### config.mk
export PLATFORM = sky130hd
export DESIGN_NAME = matrix_scan_driver
export DESIGN_NICKNAME = d
export VERILOG_FILES = /design/src/rtl/matrix_scan_driver.sv
export SDC_FILE = /design/constraint.sdc
export NUM_CORES = 1
export LEC_CHECK = 0
export CAP_MARGIN = 20
export CORE_UTILIZATION = 40
export DETAILED_ROUTE_END_ITERATION = 7
export PLACE_DENSITY = 0.69
export SLEW_MARGIN = 40
export SYNTH_ARGS = -nofsm -noshare
export SYNTH_HDL_FRONTEND = slang
export SYNTH_SLANG_ARGS = --single-unit
### constraint.sdc
create_clock -name clk -period 4.8 [get_ports clk]
set_input_delay 0.48 -clock clk [delete_from_list [all_inputs] [get_ports clk]]
set_output_delay 0.48 -clock clk [all_outputs]
set_load 0.02 [all_outputs]
### src/rtl/matrix_scan_driver.sv
// rtl/matrix_scan_driver.sv - row-multiplexed 8x8 bicolour LED matrix scanner
// Double-buffered frame: shadow catches loads, active swaps in only at the row-0 boundary.
module matrix_scan_driver #(
  parameter int DWELL = 1000,
  parameter int BLANK = 50
) (
  input  logic         clk,
  input  logic         rst_n,
  input  logic         en,
  input  logic [127:0] frame_data,
  input  logic         frame_valid,
  output logic         frame_ack,
  output logic         frame_sync,
  output logic [7:0]   row_sel,
  output logic [7:0]   col_r,
  output logic [7:0]   col_g
);

  localparam int CW = (DWELL > 1) ? $clog2(DWELL) : 1;

  typedef enum logic [1:0] {S_IDLE, S_BLANK, S_DRIVE} state_t;

  state_t         r_state;
  logic [CW-1:0]  r_cnt;
  logic [2:0]     r_row;
  logic [127:0]   r_shadow;
  logic [127:0]   r_active;
  logic           r_pending;
  logic           r_ack;
  logic           r_sync;
  logic [7:0]     r_row_sel;
  logic [7:0]     r_col_r;
  logic [7:0]     r_col_g;

  logic           w_start;
  logic           w_wrap;
  logic           w_boundary;
  logic           w_drive;
  logic [CW-1:0]  w_cnt_nxt;
  logic [2:0]     w_row_nxt;
  logic [15:0]    w_row_bits;
  logic [7:0]     w_col_r;
  logic [7:0]     w_col_g;

  // Next-slot position; outputs are computed from it so they line up with the registered state.
  always_comb begin
    w_start    = en && (r_state == S_IDLE);
    w_wrap     = (r_cnt == CW'(DWELL - 1));
    w_cnt_nxt  = (w_start || w_wrap) ? '0 : r_cnt + CW'(1);
    w_row_nxt  = w_start ? 3'd0 : (w_wrap ? r_row + 3'd1 : r_row);
    w_boundary = w_start || (en && (r_state != S_IDLE) && w_wrap && (r_row == 3'd7));
    w_drive    = (w_cnt_nxt >= CW'(BLANK));
    w_row_bits = r_active[{w_row_nxt, 4'b0000} +: 16];
    w_col_r    = '0;
    w_col_g    = '0;
    for (int c = 0; c < 8; c++) begin
      w_col_r[c] = w_row_bits[2*c];
      w_col_g[c] = w_row_bits[2*c+1];
    end
  end

  always_ff @(posedge clk or negedge rst_n) begin
    if (!rst_n) begin
      r_state   <= S_IDLE;
      r_cnt     <= '0;
      r_row     <= 3'd0;
      r_shadow  <= '0;
      r_active  <= '0;
      r_pending <= 1'b0;
      r_ack     <= 1'b0;
      r_sync    <= 1'b0;
      r_row_sel <= 8'hFF;
      r_col_r   <= 8'h00;
      r_col_g   <= 8'h00;
    end else begin
      // A load on the boundary cycle bypasses shadow so it shows from this very frame.
      if (w_boundary && frame_valid) begin
        r_active  <= frame_data;
        r_pending <= 1'b0;
        r_ack     <= 1'b1;
      end else if (w_boundary && r_pending) begin
        r_active  <= r_shadow;
        r_pending <= 1'b0;
        r_ack     <= 1'b1;
      end else begin
        r_ack <= 1'b0;
        if (frame_valid) begin
          r_shadow  <= frame_data;
          r_pending <= 1'b1;
        end
      end
      r_sync <= w_boundary;

      if (!en) begin
        r_state   <= S_IDLE;
        r_cnt     <= '0;
        r_row     <= 3'd0;
        r_row_sel <= 8'hFF;
        r_col_r   <= 8'h00;
        r_col_g   <= 8'h00;
      end else begin
        r_state <= w_drive ? S_DRIVE : S_BLANK;
        r_cnt   <= w_cnt_nxt;
        r_row   <= w_row_nxt;
        if (w_drive) begin
          r_row_sel <= ~(8'b1 << w_row_nxt);
          r_col_r   <= w_col_r;
          r_col_g   <= w_col_g;
        end else begin
          r_row_sel <= 8'hFF;
          r_col_r   <= 8'h00;
          r_col_g   <= 8'h00;
        end
      end
    end
  end

  assign frame_ack  = r_ack;
  assign frame_sync = r_sync;
  assign row_sel    = r_row_sel;
  assign col_r      = r_col_r;
  assign col_g      = r_col_g;

endmodule

=== After elaboration in Yosys (flattened, before gate mapping) ===
Index checks and enable logic that the tools add are counted.

* Add/sub/neg operators: 2
* $lt $le $gt $ge: 1
* Equal/unequal tests: 2
* Shifts and indexed selects: 2
* Mux-type cells: 20
* Bitwise logic cells: 3
* Reductions and logical operators: 13

{| class="wikitable"
|+ Operators with widths
! operator !! number
|-
| $mux 128 || 2
|-
| $shiftx 128x8->16 || 1
|-
| $mux 8 || 6
|-
| $mux 10 || 2
|-
| $add 10x1->10 const B || 1
|-
| $eq 10x10->1 const B || 1
|-
| $ge 10x6->1 const B || 1
|-
| $mux 3 || 3
|-
| $not 8->8 || 1
|-
| $shl 1x3->8 const A || 1
|-
| $logic_and 1x1->1 || 6
|-
| $mux 1 || 5
|-
| $mux 2 || 2
|-
| $reduce_bool 2->1 || 2
|-
| $add 3x1->3 const B || 1
|-
| $eq 3x3->1 const B || 1
|-
| $reduce_and 3->1 || 1
|-
| $reduce_bool 3->1 || 1
|-
| $logic_not 2->1 || 1
|-
| $logic_or 1x1->1 || 2
|-
| $not 1->1 || 2
|}

* Register bits after elaboration: 298
* Bits of input ports: 132
* Output and inout bits: 26
* Logic and storage cells: 54

=== Logic depth before layout (Yosys ltp) ===
Gate-level depths: netlist (run 1).

* Depth after elaboration: 8
* Gate-level depth with buffers: 11
* Mapped depth without buffers: 8

=== Worst setup path before layout (run 1) ===
OpenSTA, ideal clock, no wires.

* Path type: reg2reg
* From: reg r_cnt[0]
* To: reg r_row_sel[6], in the netlist row_sel[6]
* Setup time: 0.094 ns
* Data arrival time: 2.262 ns
* Required time: 4.706 ns
* Setup slack: 2.444 ns
* Cell stages (with the launch flop): 10
* Buffers on the path: 2
* Period minus slack after synthesis: 2.356 ns
* Cell sequence: dfrtp_1 ha_1 and2_1 buf_2 and2_1 o21bai_1 a21oi_1 o221a_2 buf_2 or4_1

* Word-level cells in the longest chain between the ends: 7
* Elaborated cells on any way between the ends: 11
* Those cells by class: 1 x add/sub; 1 x order compare; 1 x eq/ne; 1 x shift; 5 x mux; 1 x bitwise; 1 x reduce/logical

{| class="wikitable"
|+ Ends and longest elaborated chain
! element !! RTL line !! RTL
|-
| start: declaration || 24 || <nowiki>logic [CW-1:0] r_cnt;</nowiki>
|-
| start signal: assignment || 103 || <nowiki>r_cnt <= w_cnt_nxt;</nowiki>
|-
| branches (longest 5 deep; another with $add 10x1->10) || n/a ||
|-
| $mux 8 * || 105 || <nowiki>if (w_drive) begin</nowiki>
|-
| $mux 8 * || 94 || <nowiki>if (!en) begin</nowiki>
|-
| end signal: assignment || 106 || <nowiki>r_row_sel <= ~(8'b1 << w_row_nxt);</nowiki>
|-
| end: declaration || 31 || <nowiki>logic [7:0] r_row_sel;</nowiki>
|}

Mark *: on every way between the ends.
A chain may end at the register's enable or synchronous reset.

=== Worst setup path after layout (run 1) ===
* From: reg r_cnt[0]
* To: reg r_col_g[4], in the netlist col_g[4]

* Word-level cells in the longest chain between the ends: 6
* Elaborated cells on any way between the ends: 10
* Those cells by class: 1 x add/sub; 1 x order compare; 1 x eq/ne; 1 x shift; 5 x mux; 1 x reduce/logical

{| class="wikitable"
|+ Ends and longest elaborated chain
! element !! RTL line !! RTL
|-
| branches (longest 4 deep; another with $add 10x1->10) || n/a ||
|-
| $mux 8 * || 105 ||
|-
| $mux 8 * || 94 ||
|-
| end signal: assignment || 108 || <nowiki>r_col_g <= w_col_g;</nowiki>
|-
| end: declaration || 33 || <nowiki>logic [7:0] r_col_g;</nowiki>
|}

Marked as above.

==> flow_metrics.env, run 1 <==
export IMPL_multi_input_area_mm2=0.00625
export IMPL_die_w_um=192
export IMPL_timing_max_slew_rel_slack_pct=40.1
export IMPL_synthToLayoutAreaGrowth_pct=21.2
export IMPL_wl_per_cell_um=21.9
export IMPL_die_area_mm2=0.0367
export IMPL_power_leakage_uw=0.00706
export IMPL_synth_async_sr_flop_share_pct=100
export IMPL_yosys_warnings=0
export IMPL_detail_route_antenna_nets=0
export IMPL_synth_edff_count=0
export IMPL_timing_reg2reg_setup_slack_ps=1430
export IMPL_rows=69
export IMPL_n_fill_cell=3125
export IMPL_drt_initial_drc_count=928
export IMPL_critPathLaunchType="register"
export IMPL_yosysTopAreaCell="sky130_fd_sc_hd__dfrtp_1"
export IMPL_floorplan_initialDensity_pct=40.5
export IMPL_synth_top_family_by_area="compound AO/OA/AOI/OAI gates"
export IMPL_finalMaxSlewViolations=0
export IMPL_antenna_cells_inserted=0
export IMPL_port_buffer_count=157
export IMPL_layout_worst_path_cycle_share_pct=70.1
export IMPL_first_global_vias=11100
export IMPL_postCtsSetupRepairBufs=0
export IMPL_antenna_found_initial=0
export IMPL_ctsHoldBuffers=1
export IMPL_layout_cell_area_non_filler_mm2=0.0174
export IMPL_cts_root_buf="sky130_fd_sc_hd__clkbuf_16"
export IMPL_htree_levels=2
export IMPL_tritoncts="done"
export IMPL_crit_chain="ha_1 > and2_1 > and3_2 > o221ai_4 > a222oi_1 > a22oi_1 > a211oi_1"
export IMPL_route_vias_total=11300
export IMPL_die_height_um=192
export IMPL_syn_num_nets=1470
export IMPL_placedInstanceArea_mm2=0.0163
export IMPL_syn_cell_area_mm2=0.0144
export IMPL_synth_adder_area_share_pct=0.261
export IMPL_clockBufferDepth=3
export IMPL_status="finished clean"
export IMPL_post_synth_and_or_nand_nor_area_fraction_pct=9.77
export IMPL_timing_clock_skew_ps=15.3
export IMPL_worst_path_largest_cell_delay_ps=710
export IMPL_layout_commonest_cell="sky130_fd_sc_hd__dfrtp_1"
export IMPL_postSynth_topFlopCell="sky130_fd_sc_hd__dfrtp_1"
export IMPL_regToRegStartpoint="r_cnt[0]"
export IMPL_yosysTopAreaCellShare_pct=50.5
export IMPL_rsz0062_at_grt="no"
export IMPL_synth_xor_area_share_pct=0.487
export IMPL_final_period_minus_worst_setup_slack_ps=3370
export IMPL_path_class="reg2reg"
export IMPL_post_synth_num_cell_types=54
export IMPL_synthTopCellsByArea="sky130_fd_sc_hd__dfrtp_1 50%, sky130_fd_sc_hd__mux2_2 10%, sky130_fd_sc_hd__and2_1 5.1%, sky130_fd_sc_hd__a31oi_1 4.9%, sky130_fd_sc_hd__o21ai_0 3.0%"
export IMPL_final_cell_mix="289 x sky130_fd_sc_hd__dfrtp_1, 155 x sky130_fd_sc_hd__clkdlybuf4s50_1, 129 x sky130_fd_sc_hd__mux2_2, 117 x sky130_fd_sc_hd__and2_1, 113 x sky130_fd_sc_hd__a31oi_1"
export IMPL_critical_path_endpoint_type="register"
export IMPL_grt_max_degree=114
export IMPL_cts_buffers=34
export IMPL_timing_critical_path_slowest_stage_cell="sky130_fd_sc_hd__and3_2"
export IMPL_tightest_slew_ps=898
export IMPL_wirelength_um=41900
export IMPL_via_density_per_instance=5.88
export IMPL_mux_cell_area_share_after_synthesis_pct=12.7
export IMPL_cts_reportedPaths_clkPinSlew_ps=60
export IMPL_clock_sinks=298
export IMPL_post_synth_cell_area_avg_um2=10.8
export IMPL_timing_hold_violations_final=0
export IMPL_dr_pass1_iters=7
export IMPL_seqCellArea_mm2=0.00747
export IMPL_groute_usage_overall_pct=23.1
export IMPL_gpl_final_weighted_congestion=0.890
export IMPL_cap_violations=0
export IMPL_place_detailed_hpwl_um=28200
export IMPL_cp_required_ps=5190
export IMPL_pin_count=158
export IMPL_placeableCoreArea_mm2=0.0355
export IMPL_grt_pass1_wl_um=65200
export IMPL_r2r_end="col_g[4]"
export IMPL_ff_latch_count_synth=298
export IMPL_synth_area_in_compound_gates_pct=20.0
export IMPL_syn_inst=1335
export IMPL_post_route_drc_count=0
export IMPL_globalRouteOverflowTotal=0
export IMPL_setup_viol_count_final=0
export IMPL_hold_path_class="in2async"
export IMPL_nets=1564
export IMPL_synth_seq_area_share_pct=51.9
export IMPL_totalNegativeSetupSlack_ps=0
export IMPL_max_clock_freq_mhz=297
export IMPL_fraction_of_layout_instances_using_a_drive_strength_above_1_pct=17.4
export IMPL_clkLatencyLatePin_ps=510
export IMPL_reg2reg_depth=7
export IMPL_power_per_cell_area_mw_per_mm2=386
export IMPL_cts_resized_gates=0
export IMPL_crit_fanout=25
export IMPL_worst_path_arrival_ps=3760
export IMPL_irDropWorstVdd_mv=0.213
## stage by stage
stage | hold WS (ps) | worst slack (ps) | util (%) | cells | total power, uW
CTS | 352 | 1500 | 49.1 | 1915 | 6760
global placement | 467 | 1520 | 45.6 | 1849 | 4070
floorplan | 184 | 2440 | - | 1335 | 3640
finish | 370 | 1430 | 49.1 | 1915 | 6730
detailed placement | 294 | 1520 | 45.9 | 1853 | 4120
global route | 375 | 1270 | 49.1 | 1915 | 7010
## final cells by class
class / instances / area share, %
Inverter: 39 / 0.847
Multi-Input combinational cell: 876 / 35.9
Clock inverter: 10 / 0.775
Timing Repair Buffer: 180 / 10.6
Clock buffer: 51 / 5.77
Sequential cell: 298 / 42.8
Tap cell: 461 / 3.31
## synthesized netlist by cell type (32+ instances only)
cell type / count
sky130_fd_sc_hd__clkbuf_1: 79
sky130_fd_sc_hd__and2_1: 117
sky130_fd_sc_hd__o211ai_1: 32
sky130_fd_sc_hd__buf_2: 32
sky130_fd_sc_hd__inv_1: 38
sky130_fd_sc_hd__o22ai_1: 59
sky130_fd_sc_hd__o21ai_0: 86
sky130_fd_sc_hd__dfrtp_1: 290
sky130_fd_sc_hd__nand2_1: 99
sky130_fd_sc_hd__a31oi_1: 113
sky130_fd_sc_hd__mux2_2: 129
sky130_fd_sc_hd__o21bai_1: 33
## report_power, final
| group | switching (uW) | internal (uW) |
|---|---|---|
| sequential | 261 | 2860 |
| combinational | 509 | 459 |
| clock | 1030 | 1610 |
## routing by layer
layer | share of wire [%] | wire length, um | up-vias | GRT usage [%]
met1 | 45 | 18800 | 5690 | 33.5
met4 | 2.6 | 1090 | 0 | 6.90
li1 | - | - | 5092 | -
met5 | 0 | 0 | - | 0
met2 | 46 | 19200 | 401 | 35.1
met3 | 6.7 | 2810 | 73 | 4.31
## sequential cells by signal, indices dropped and copies added (netlist names), 2 cells and up
name      count
col_r         8
r_shadow    128
r_row         3
r_cnt        10
col_g         8
row_sel       8
r_active    128
r_state       2
## critical path: cells and delay by family, from the launching register on
| family | cells | cell delay, ps |
|---|---|---|
| AOI/OAI and AO/OA | 4 | 1500 |
| adders and majority gates | 1 | 250 |
| DFF | 1 | 430 |
| and+or+nand+nor | 2 | 1070 |
## kinds of logic after synthesis
logic type | after synthesis
adders and majority gates | 3
xor gates and xnor gates | 8
AOI/OAI and AO/OA | 436
DFF | 298
muxes | 162
and+or+nand+nor | 267
buffers and inverters | 161
## how the worst max path moves through the flow
stage,from,endpoint,slack [ps],depth (start not counted)
after floorplan,r_cnt[0],row_sel[6],2440,9
after global placement,en,r_active[50],1520,7
after detailed placement,en,r_active[30],1520,8
after CTS,r_cnt[0],col_g[4],1500,7
after global routing,r_cnt[0],col_g[4],1270,7
final,r_cnt[0],col_g[4],1430,7
(Power assumes the default switching activity.)
==> run 2: changes to the inputs <==
- PLACE_DENSITY: 0.69 -> 0.71
- clock period: 4.8 -> 2.9 ns (I/O delays scaled with it)
==> run 2 against run 1 <==
Largest power group unchanged. Clock skew grew 11 ps. Count of clock-buffer cells in the layout is the same. Cell area grew 1.5%. Critical endpoint is now col_g[7]. Cell count grew 1.1%. Highest routed layer unchanged.
==> flow_metrics.env, run 2 (synthesis gave the netlist of run 1 again) <==
export IMPL_status="finished clean"
export IMPL_post_place_cells=1870
export IMPL_antenna_found_initial=0
export IMPL_port_buffer_count=157
export IMPL_cts_reportedPaths_clkPinSlew_ps=60
export IMPL_place_detailed_hpwl_um=28000
export IMPL_layout_worst_path_cycle_share_pct=94.5
export IMPL_clockBufferDepth=3
export IMPL_r2r_end="col_g[7]"
export IMPL_grt_pass1_wl_um=64500
export IMPL_cts_buffers=34
export IMPL_final_cell_mix="289 x sky130_fd_sc_hd__dfrtp_1, 155 x sky130_fd_sc_hd__clkdlybuf4s50_1, 129 x sky130_fd_sc_hd__mux2_2, 117 x sky130_fd_sc_hd__and2_1, 113 x sky130_fd_sc_hd__a31oi_1"
export IMPL_detail_route_antenna_nets=0
export IMPL_utilization_of_the_core_after_routing_pct=49.9
export IMPL_timing_max_slew_rel_slack_pct=44.6
export IMPL_path_class="reg2reg"
export IMPL_hold_path_class="in2reg"
export IMPL_reg2reg_depth=8
export IMPL_nets=1588
export IMPL_die_area_mm2=0.0367
export IMPL_timing_reg2reg_setup_slack_ps=160
export IMPL_cts_root_buf="sky130_fd_sc_hd__clkbuf_16"
export IMPL_crit_fanout=18
export IMPL_layout_commonest_cell="sky130_fd_sc_hd__dfrtp_1"
export IMPL_placeableCoreArea_mm2=0.0355
export IMPL_timing_critical_path_slowest_stage_cell="sky130_fd_sc_hd__o21ai_2"
export IMPL_first_global_vias=11100
export IMPL_p_switching_uw=2970
export IMPL_worst_path_arrival_ps=3130
export IMPL_min_from="frame_valid"
export IMPL_rsz0062_at_grt="yes"
export IMPL_drt_initial_drc_count=1024
export IMPL_share_of_total_power_in_combinational_logic_pct=14.1
export IMPL_power_share_clock_pct=39.9
export IMPL_htree_levels=2
export IMPL_rows=69
export IMPL_clkLatencyLatePin_ps=510
export IMPL_dr_wl_met3_um=2450
export IMPL_final_period_minus_worst_setup_slack_ps=2740
export IMPL_placedInstanceArea_mm2=0.0164
export IMPL_wl_per_cell_um=21.2
export IMPL_floorplan_initialDensity_pct=40.5
export IMPL_finalNonFillerCells=1937
export IMPL_final_hold_worst_slack_ps=363
export IMPL_tightest_slew_ps=830
export IMPL_pin_count=158
export IMPL_critical_path_endpoint_type="register"
export IMPL_hold_path_endpoint="r_pending"
export IMPL_grt_max_degree=129
export IMPL_gpl_final_weighted_congestion=0.892
export IMPL_detail_route_wirelength_met1_um=18900
export IMPL_cp_required_ps=3290
export IMPL_biggestRegsByFlops="r_active x128, r_shadow x128, r_cnt x10"
export IMPL_max_clock_freq_mhz=365
export IMPL_pwr_share_seq_pct=46.0
export IMPL_layout_cell_area_non_filler_mm2=0.0177
export IMPL_wirelength_um=41100
export IMPL_cap_violations=0
export IMPL_crit_chain="ha_1 > and2_1 > buf_4 > a31oi_1 > o21ai_2 > o221a_2 > o21ai_1 > a211oi_1"
export IMPL_synthToLayoutAreaGrowth_pct=23.0
export IMPL_setup_viol_count_final=0
export IMPL_clock_sinks=298
export IMPL_internal_power_uw=8350
export IMPL_regToRegStartpoint="r_cnt[0]"
export IMPL_tritoncts="done"
export IMPL_finalMaxSlewViolations=0
export IMPL_top_layer_used="met4"
export IMPL_power_leakage_uw=0.00722
export IMPL_route_vias_total=11200
export IMPL_wl_met2_um=19000
export IMPL_timing_hold_violations_final=0
export IMPL_critPathLaunchType="register"
export IMPL_antenna_cells_inserted=0
export IMPL_irDropWorstVdd_mv=0.350
export IMPL_dr_pass1_iters=8
export IMPL_path_buf_inv=1
export IMPL_globalRouteOverflowTotal=0
export IMPL_critical_path_top_delay_family="compound AO/OA/AOI/OAI gates"
export IMPL_via_density_per_instance=5.77
export IMPL_timing_clock_skew_ps=26.6
export IMPL_fraction_of_layout_instances_using_a_drive_strength_above_1_pct=18.8
export IMPL_die_w_um=192
export IMPL_post_route_drc_count=0
export IMPL_worst_path_largest_cell_delay_ps=660
export IMPL_netSwitchingFraction_pct=26.2
export IMPL_groute_usage_overall_pct=22.7
export IMPL_timing_hold_worst_path_depth=3
export IMPL_die_height_um=192
export IMPL_power_per_cell_area_mw_per_mm2=639
[run 2: changes by cell type in the layout (fill, tap and decap cells not counted), sizes merged]
cell / before / now
bufinv: 3 / 4
clkinv: 7 / 3
buf: 24 / 48
inv: 38 / 39
[run 2: power groups by stage]
stage               clock, uW  combinational, uW  sequential, uW
finish                   4510               1590            5210
global route             4760               1770            5260
CTS                      4570               1590            5190
detailed placement          0               1580            5260
global placement            0               1530            5230
floorplan                   0                992            5040
[run 2: worst min-delay path, cell delays in order]
cell and delay, ps:
sky130_fd_sc_hd__buf_2 290, sky130_fd_sc_hd__nor2_1 170, sky130_fd_sc_hd__nor2_1 50
[run 2: cell type report]
class	count	area [um2]
repair buffers	204	2060
multi-input cells	876	6250
well taps	461	577
inverters	39	148
clock inverters	8	146
fillers	3109	17800
flip-flops and latches	298	7470
clock buffers	51	1040
[run 2: worst max path at each step]
stage	slack (ps)	to	start	cells after the start
floorplan	540	row_sel[6]	r_cnt[0]	9
global placement	80	col_r[2]	r_cnt[0]	7
detailed placement	-70	col_g[4]	r_cnt[0]	7
CTS	80	col_g[0]	r_cnt[0]	8
global route	-20	col_r[6]	r_cnt[0]	8
finish	160	col_g[7]	r_cnt[0]	8
[run 2: what timing repair did]
item | 4_1_cts | 5_1_grt
hold endpoints to repair | 74 | 0
hold buffers | 1 | 0
buffers inserted | 0 | 7
pin swaps | 0 | 7
endpoints found under the setup margin | 5 | 9
resized for setup | 1 | 0
[run 2: stage by stage]
step / setup WS, ps / setup TNS (ps) / total power [uW]
3_3_place_gp: 78.6 / 0 / 6760
5_1_grt: -19.3 / -32.5 / 11800
4_1_cts: 83.0 / 0 / 11300
2_1_floorplan: 544 / 0 / 6030
3_5_place_dp: -70.3 / -241 / 6830
6_report: 160 / 0 / 11300
[run 2: metal layers]
layer	GRT usage (%)	up-vias
met3	3.91	56
met5	0	-
met2	35.1	338
met1	33.1	5644
li1	-	5140
met4	5.31	0
==> run 3: changes to the inputs <==
- SLEW_MARGIN: 40 -> 20
==> results of run 3 <==
No change in the layout: final DEF, timing and power equal those of run 2.
